## config.mk

```make
export PLATFORM = sky130hd
export DESIGN_NAME = multicycle_ctrl
export DESIGN_NICKNAME = d
export VERILOG_FILES = /design/src/rtl/mips64_ctrl_pkg.sv /design/src/rtl/ready_wait_timer.sv /design/src/rtl/multicycle_ctrl.sv
export SDC_FILE = /design/constraint.sdc
export NUM_CORES = 1
export LEC_CHECK = 0
export CAP_MARGIN = 20
export CELL_PAD_IN_SITES_DETAIL_PLACEMENT = 1
export CELL_PAD_IN_SITES_GLOBAL_PLACEMENT = 1
export CORE_ASPECT_RATIO = 0.8
export CORE_MARGIN = 3
export CORE_UTILIZATION = 23
export CTS_BUF_LIST = sky130_fd_sc_hd__clkbuf_8 sky130_fd_sc_hd__clkbuf_16
export CTS_CLUSTER_SIZE = 24
export DETAILED_ROUTE_END_ITERATION = 16
export GPL_TIMING_DRIVEN = 0
export PLACE_DENSITY = 0.63
export SYNTH_ARGS = -nofsm -noshare
export SYNTH_HDL_FRONTEND = slang
export SYNTH_SLANG_ARGS = --single-unit
```

## constraint.sdc

```tcl
create_clock -name clk -period 4.4 [get_ports clk]
set_input_delay 0.88 -clock clk [delete_from_list [all_inputs] [get_ports clk]]
set_output_delay 0.88 -clock clk [all_outputs]
set_load 0.02 [all_outputs]
```

## src/rtl/mips64_ctrl_pkg.sv

```systemverilog
// rtl/mips64_ctrl_pkg.sv - opcodes, state codes and select encodings shared by the multi-cycle control and the datapath muxes
package mips64_ctrl_pkg;

  localparam logic [5:0] OP_RTYPE = 6'b000000;
  localparam logic [5:0] OP_LD    = 6'b110111;
  localparam logic [5:0] OP_SD    = 6'b111111;
  localparam logic [5:0] OP_DADDI = 6'b011000;
  localparam logic [5:0] OP_BEQ   = 6'b000100;
  localparam logic [5:0] OP_J     = 6'b000010;

  typedef logic [2:0] state_t;

  localparam state_t S_FETCH  = 3'd0;
  localparam state_t S_DECODE = 3'd1;
  localparam state_t S_EXEC   = 3'd2;
  localparam state_t S_MEM    = 3'd3;
  localparam state_t S_WB     = 3'd4;
  localparam state_t S_TRAP   = 3'd5;

  localparam logic [1:0] ALU_ADD   = 2'b00;
  localparam logic [1:0] ALU_SUB   = 2'b01;
  localparam logic [1:0] ALU_FUNCT = 2'b10;

  localparam logic [1:0] PC_SEQ    = 2'b00;
  localparam logic [1:0] PC_BRANCH = 2'b01;
  localparam logic [1:0] PC_JUMP   = 2'b10;

  typedef struct packed {
    logic       pc_en;
    logic [1:0] pc_src;
    logic       ir_write;
    logic       reg_dst;
    logic       reg_write;
    logic       alu_src;
    logic [1:0] alu_op;
    logic       mem_read;
    logic       mem_write;
    logic       mem_to_reg;
  } ctrl_t;

  // Opcodes that continue from DECODE into EXEC (J is handled in DECODE itself).
  function automatic logic is_exec_op(input logic [5:0] op);
    return (op == OP_RTYPE) || (op == OP_LD) || (op == OP_SD) ||
           (op == OP_DADDI) || (op == OP_BEQ);
  endfunction

endpackage

```

## src/rtl/ready_wait_timer.sv

```systemverilog
// rtl/ready_wait_timer.sv - saturating wait counter that flags the last cycle allowed before a ready timeout
module ready_wait_timer #(
  parameter int MEM_TIMEOUT = 255
) (
  input  logic clk,
  input  logic rst_n,
  input  logic clr,
  input  logic inc,
  output logic limit_hit
);

  localparam int CW = $clog2(MEM_TIMEOUT + 1);
  localparam logic [CW-1:0] LIMIT = CW'(MEM_TIMEOUT);

  logic [CW-1:0] cnt;

  always_ff @(posedge clk) begin
    if (!rst_n || clr) begin
      cnt <= '0;
    end else if (inc && cnt != LIMIT) begin
      cnt <= cnt + CW'(1);
    end
  end

  // High on the cycle whose not-ready would bring the count to MEM_TIMEOUT.
  assign limit_hit = (cnt >= LIMIT - CW'(1));

endmodule

```

## src/rtl/multicycle_ctrl.sv

```systemverilog
// rtl/multicycle_ctrl.sv - FETCH/DECODE/EXEC/MEM/WB sequencer for the 64-bit MIPS datapath; MULTICYCLE_PERF_EN adds cycle/instruction counters
module multicycle_ctrl
  import mips64_ctrl_pkg::*;
#(
  parameter int MEM_TIMEOUT = 255
) (
  input  logic       clk,
  input  logic       rst_n,
  input  logic [5:0] opcode,
  input  logic       zero,
  input  logic       imem_ready,
  input  logic       dmem_ready,
  output logic       PCen,
  output logic [1:0] PCSrc,
  output logic       IRWrite,
  output logic       RegDst,
  output logic       RegWrite,
  output logic       ALUSrc,
  output logic [1:0] ALUOp,
  output logic       MemRead,
  output logic       MemWrite,
  output logic       MemToReg,
  output logic [2:0] state,
  output logic       trap
`ifdef MULTICYCLE_PERF_EN
  ,
  output logic [63:0] cyc_cnt,
  output logic [63:0] inst_cnt
`endif
);

  state_t     state_q, state_d;
  logic [5:0] op_q;
  logic       trap_q;
  logic       waiting, ready_now, limit_hit;
  ctrl_t      c;

  assign waiting   = (state_q == S_FETCH) || (state_q == S_MEM);
  assign ready_now = (state_q == S_FETCH) ? imem_ready : dmem_ready;

  ready_wait_timer #(.MEM_TIMEOUT(MEM_TIMEOUT)) u_timer (
    .clk       (clk),
    .rst_n     (rst_n),
    .clr       (!waiting || ready_now),
    .inc       (waiting && !ready_now),
    .limit_hit (limit_hit)
  );

  always_comb begin
    state_d = state_q;
    case (state_q)
      S_FETCH: begin
        if (imem_ready)     state_d = S_DECODE;
        else if (limit_hit) state_d = S_TRAP;
      end
      S_DECODE: begin
        if (opcode == OP_J)          state_d = S_FETCH;
        else if (is_exec_op(opcode)) state_d = S_EXEC;
        else                         state_d = S_TRAP;
      end
      S_EXEC: begin
        case (op_q)
          OP_RTYPE, OP_DADDI: state_d = S_WB;
          OP_LD, OP_SD:       state_d = S_MEM;
          default:            state_d = S_FETCH;
        endcase
      end
      S_MEM: begin
        if (dmem_ready)     state_d = (op_q == OP_LD) ? S_WB : S_FETCH;
        else if (limit_hit) state_d = S_TRAP;
      end
      S_WB:    state_d = S_FETCH;
      default: state_d = S_TRAP;
    endcase
  end

  always_ff @(posedge clk) begin
    if (!rst_n) begin
      state_q <= S_FETCH;
      op_q    <= '0;
      trap_q  <= 1'b0;
    end else begin
      state_q <= state_d;
      if (state_q == S_DECODE) op_q <= opcode;
      if (state_d == S_TRAP)   trap_q <= 1'b1;
    end
  end

  // Strobes are forced low while reset is held so an aborted access cannot issue.
  always_comb begin
    c = '0;
    if (rst_n) begin
      case (state_q)
        S_FETCH: begin
          c.mem_read = 1'b1;
          if (imem_ready) begin
            c.ir_write = 1'b1;
            c.pc_en    = 1'b1;
            c.pc_src   = PC_SEQ;
          end
        end
        S_DECODE: begin
          if (opcode == OP_J) begin
            c.pc_en  = 1'b1;
            c.pc_src = PC_JUMP;
          end
        end
        S_EXEC: begin
          case (op_q)
            OP_RTYPE: c.alu_op = ALU_FUNCT;
            OP_BEQ: begin
              c.alu_op = ALU_SUB;
              c.pc_src = PC_BRANCH;
              c.pc_en  = zero;
            end
            default: begin
              c.alu_src = 1'b1;
              c.alu_op  = ALU_ADD;
            end
          endcase
        end
        S_MEM: begin
          if (op_q == OP_LD) c.mem_read  = 1'b1;
          else               c.mem_write = 1'b1;
        end
        S_WB: begin
          c.reg_write  = 1'b1;
          c.reg_dst    = (op_q == OP_RTYPE);
          c.mem_to_reg = (op_q == OP_LD);
        end
        default: ;
      endcase
    end
  end

  assign PCen     = c.pc_en;
  assign PCSrc    = c.pc_src;
  assign IRWrite  = c.ir_write;
  assign RegDst   = c.reg_dst;
  assign RegWrite = c.reg_write;
  assign ALUSrc   = c.alu_src;
  assign ALUOp    = c.alu_op;
  assign MemRead  = c.mem_read;
  assign MemWrite = c.mem_write;
  assign MemToReg = c.mem_to_reg;
  assign state    = state_q;
  assign trap     = trap_q;

`ifdef MULTICYCLE_PERF_EN
  always_ff @(posedge clk) begin
    if (!rst_n) begin
      cyc_cnt  <= '0;
      inst_cnt <= '0;
    end else begin
      cyc_cnt <= cyc_cnt + 64'd1;
      if (state_q == S_FETCH && imem_ready) inst_cnt <= inst_cnt + 64'd1;
    end
  end
`else
  // Performance counters not built.
`endif

endmodule
```

Yosys cells after proc, flatten, opt, wreduce, memory -nomap -nowiden
Index checks and enable logic that the tools add are counted.
W data, S select, Z words.

word-level totals
  flip-flop bits (word level) = 18
  bits of input ports = 11
  output and inout port bits = 16
  logic and storage cells = 63

operators by class
  add/sub/neg operators = 1
  order comparisons = 1
  equal/unequal tests = 15
  multiplexer cells = 24
  reduce and logical (&&, ||, !) cells = 18

operators by type and width
  kind                   number
  $mux W3                9
  $eq A6 B6 Y1 const B   4
  $pmux W3 S5            1
  $eq A6 B3 Y1 const B   2
  $eq A6 B5 Y1 const B   2
  $logic_not A6 Y1       2
  $mux W12               1
  $pmux W3 S3            1
  $add A8 B1 Y8 const B  1
  $ge A8 B8 Y1 const B   1
  $ne A8 B8 Y1 const B   1
  $logic_or A1 B1 Y1     7
  $mux W1                7
  $eq A3 B2 Y1 const B   2
  $eq A3 B3 Y1 const B   2
  $eq A6 B2 Y1 const B   1
  $pmux W3 S2            1
  $reduce_or A2 Y1       3
  $mux W4                1
  $pmux W2 S2            1
  $eq A3 B1 Y1 const B   1
  $logic_not A1 Y1       3
  $logic_not A3 Y1       1
  $logic_and A1 B1 Y1    2
  2 further kinds        2

Longest topological paths before layout
Gate-level depths: netlist of the first run.

  word-level depth = 9
  gate-level depth with buffers = 6
  gate-level depth less buffers = 6

By module
From an unflattened synthesis of the first run, not the netlist that was laid out.

unflattened totals
  cell total of the unflattened synthesis = 151
  area total of the unflattened synthesis = 1188.6 µm²

by module, submodules not included
  module            times used  cells an instance  area each (µm²)  sequential area each (µm²)
  multicycle_ctrl   1           96                 718.2            200.2
  ready_wait_timer  1           55                 470.5            160.2

Worst setup path after synthesis of the first run
No wires, ideal clock.

  kind = input -> output
  start point = input rst_n
  end point = output ALUOp[0]
  arrival = 2.027 ns
  required time = 3.520 ns
  slack = 1.493 ns
  stages on the path = 3
  buffers on the path = 0
  cells stage by stage = nor2b_1 nand2_1 nor4b_1

on the way
  word-level cells in the longest chain between the ends = 1

ends and longest elaborated chain
  element             line                   text
  start: declaration  multicycle_ctrl.sv:8   input logic rst_n,
  $mux W12            multicycle_ctrl.sv:92  if (rst_n) begin
  end: declaration    multicycle_ctrl.sv:19  output logic [1:0] ALUOp,

No other way between the ends.

Final worst setup path of the first run
  start point = input rst_n
  end point = output PCSrc[0]

on the way
  word-level cells in the longest chain between the ends = 1

ends and longest elaborated chain
  element           line                   text
  $mux W12          multicycle_ctrl.sv:92
  end: declaration  multicycle_ctrl.sv:14  output logic [1:0] PCSrc,

No other way between the ends.

==> results of run 1 <==
[how the worst min path moves through the flow]
stage / startpoint / to / slack, ps / cells after the start
2_1_floorplan: u_timer.cnt[7] / u_timer.cnt[7] / 460 / 2
3_3_place_gp: trap / trap / 470 / 2
3_5_place_dp: trap / trap / 470 / 2
4_1_cts: trap / trap / 500 / 2
5_1_grt: trap / trap / 520 / 2
6_report: trap / trap / 500 / 2
[metal layers]
layer | vias up | routed length (um)
li1 | 601 | -
met1 | 569 | 1830
met2 | 23 | 1590
met3 | 2 | 95
met4 | 0 | 27
met5 | - | 0
[report_power, final]
group	total, mW	switching [mW]	internal (mW)
logic	0.158	0.0874	0.0711
registers	0.192	0.0144	0.178
clock network	0.138	0.0586	0.0795
total	0.489	0.160	0.329
[state kept, by name, summed over array words and instances (netlist names)]
name,count
op_q,6
state,3
u_timer.cnt,8
trap,1
[kinds of logic after synthesis]
family	after synthesis	share of synthesized area [%]
adder cells (fa/ha/maj)	2	2.18
flip-flops	18	31.4
AO/OA/AOI/OAI	28	15.8
XOR/XNOR	2	1.53
multiplexers	6	5.23
buffers and inverters	12	4.58
AND/OR/NAND/NOR	81	39.3
[synth_stat cells (2+ instances only)]
cell type  count
dfxtp_1       18
nand3_1       13
nor2_1        13
nand2_1        9
nor3_1         9
nor2b_1        8
a21oi_1        7
mux2i_1        6
o21ai_0        6
and3_1         5
clkbuf_1       5
inv_1          5
nand2b_1       4
nand4_1        4
nor4b_1        3
a211oi_1       2
a31oi_1        2
ha_1           2
nor3b_1        2
nor4_1         2
o211ai_1       2
o21a_1         2
or2_2          2
xnor2_1        2
[layout make-up]
type / instances / area, sq um / area share (%)
multi-input combinational: 119 / 734 / 47.8
clock buffer: 4 / 55.1 / 3.58
timing repair buffer: 26 / 260 / 16.9
buffer: 7 / 33.8 / 2.20
inverter: 5 / 18.8 / 1.22
sequential: 18 / 360 / 23.4
tap: 60 / 75.1 / 4.88
[tightest hold or removal path, stage by stage (launching register included)]
cell and delay [ps]:
dfxtp_1 320, nand2_1 50, nand3_1 70
[per-stage QoR]
stage	hold slack (ps)	instances	power [mW]	area [sq um]	utilization [%]
floorplan	460	149	0.293	1150	-
global route	516	239	0.517	1540	32.7
detailed placement	469	235	0.354	1480	31.5
global placement	472	235	0.352	1480	31.5
CTS	497	239	0.493	1540	32.7
finish	495	239	0.489	1540	32.7
==> results.toml, run 1 <==
[outcome]
run_status = "complete, no violations"

[global_routing]
grt_pass1_wl_mm = 6.00
grt_max_degree = 11
grtUsageMet1_pct = 17.6
grt-ovfl-total = 0
use_met2_pct = 19.7
use_met3_pct = 1.31
first_global_vias = 1230
antenna_found_initial = 0
busiest_layer = "met2"
grt_use_total_pct = 12.2

[finish]
fillers = 573
area.growth.synth_to_final_pct = 34.0
final_common_cell = "clkdlybuf4s50_1"
drive_gt1_share_pct = 5.03
insertedDiodeCount = 0
nNetsFinal = 193
final_cell_mix = "clkdlybuf4s50_1, dfxtp_1, nor2_1, nand3_1"

[logic_synthesis]
ys_async_sr_fraction_pct = 0
seq_area_frac_synth_pct = 31.4
ys.flop_type = "dfxtp_1"
yosys.area.top_type = "dfxtp_1"
ys_top_cells_by_area = "dfxtp_1, nand3_1, mux2i_1"
ys_types = 40
yosysWarnings = 0
synthesis.area_sq_um = 1150
synth_top_area_share_pct = 31.4
ys_ff_latch = 18
synth_edf_count = 0
netlist_instances = 149
syn_avg_cell_area_sq_um = 7.70
syn-num-nets = 162

[place]
port_buffers = 26
gp_congestion = 0.796
dp_hpwl_mm = 2.83
place_ws_ps = 508

[setup_path]
start_kind = "input pin"
slowest_delay_ps = 670
cp.arrival_ps = 2990
slowest_stage = "clkdlybuf4s50_1"
crit_chain = "clkdlybuf4s50_1 > nor2b_1 > nand2_1 > nor4b_1 > clkdlybuf4s50_1"
path_buf_inv = 2
worstSetupStartpoint = "rst_n"
rrSetupSlack_ps = 2550
reg2reg_depth = 5
crit-reg2reg-capture = "u_timer.cnt[7]"
cpMostUsedCell = "clkdlybuf4s50_1"
crit_cells = 5
critPathKind = "input pin to primary output"
endpoint_kind = "primary output"
required_ps = 3520
r2r-start = "state[0]"
crit_end = "PCSrc[0]"
critPathMaxFanout = 5
crit_family = "buffers and inverters"

[cts]
cts_root_buf = "clkbuf_8"
htreeDepth = 1
cts_tree = "yes"
clk_latency_ps = 260
clockBufferDepth = 2
cts.clk_slew.worst_paths_ps = 80
holdBufCountCts = 0
cts_resized = 0
cts_sinks = 18
numCtsBuffers = 3
postCtsSetupRepairBufs = 0

[drt]
routedWlPerCell_um = 14.8
drt_drc_violations_left = 0
vias_per_cell = 5.00
drtIter0Drc = 74
final_antenna_net_count = 0
first_pass_iters = 4
vias = 1195
wl_mm = 3.54

[sta]
finalHoldViolations = 0
fin_crit_sh_pct = 88.0
fmax_mhz = 258
fin_ws_ps = 529
period_minus_slack_ps = 3870
tightest_slew_ps = 493
rsz0062_at_grt = "false"
fin_setup_tns_ps = 0
setup_violations = 0
clock_skew_ps = 9.42
relSlewSlack_pct = 66.6
drv_slew = 0

[floorplan]
die_w_um = 85.0
start_util_pct = 24.4
die_h_um = 69.2
ioPinCount = 27
coreArea_sq_um = 4710
rows = 22
dieArea_sq_um = 5880

[hold_path]
hold_path.class = "register to register"

[pwr]
ir_drop_uv = 110
p_per_area_nw_per_um2 = 318
p_leak_nw = 0.516

[flow_run]
maxCapViolations = 0
No activity file was read; power rests on OpenSTA's default activity.
==> run 2, diff against run 1 <==
Settings changed: SETUP_SLACK_MARGIN set to 0.15.
==> results of run 2 <==
The final DEF is identical to that of run 1; final timing and power are the same.
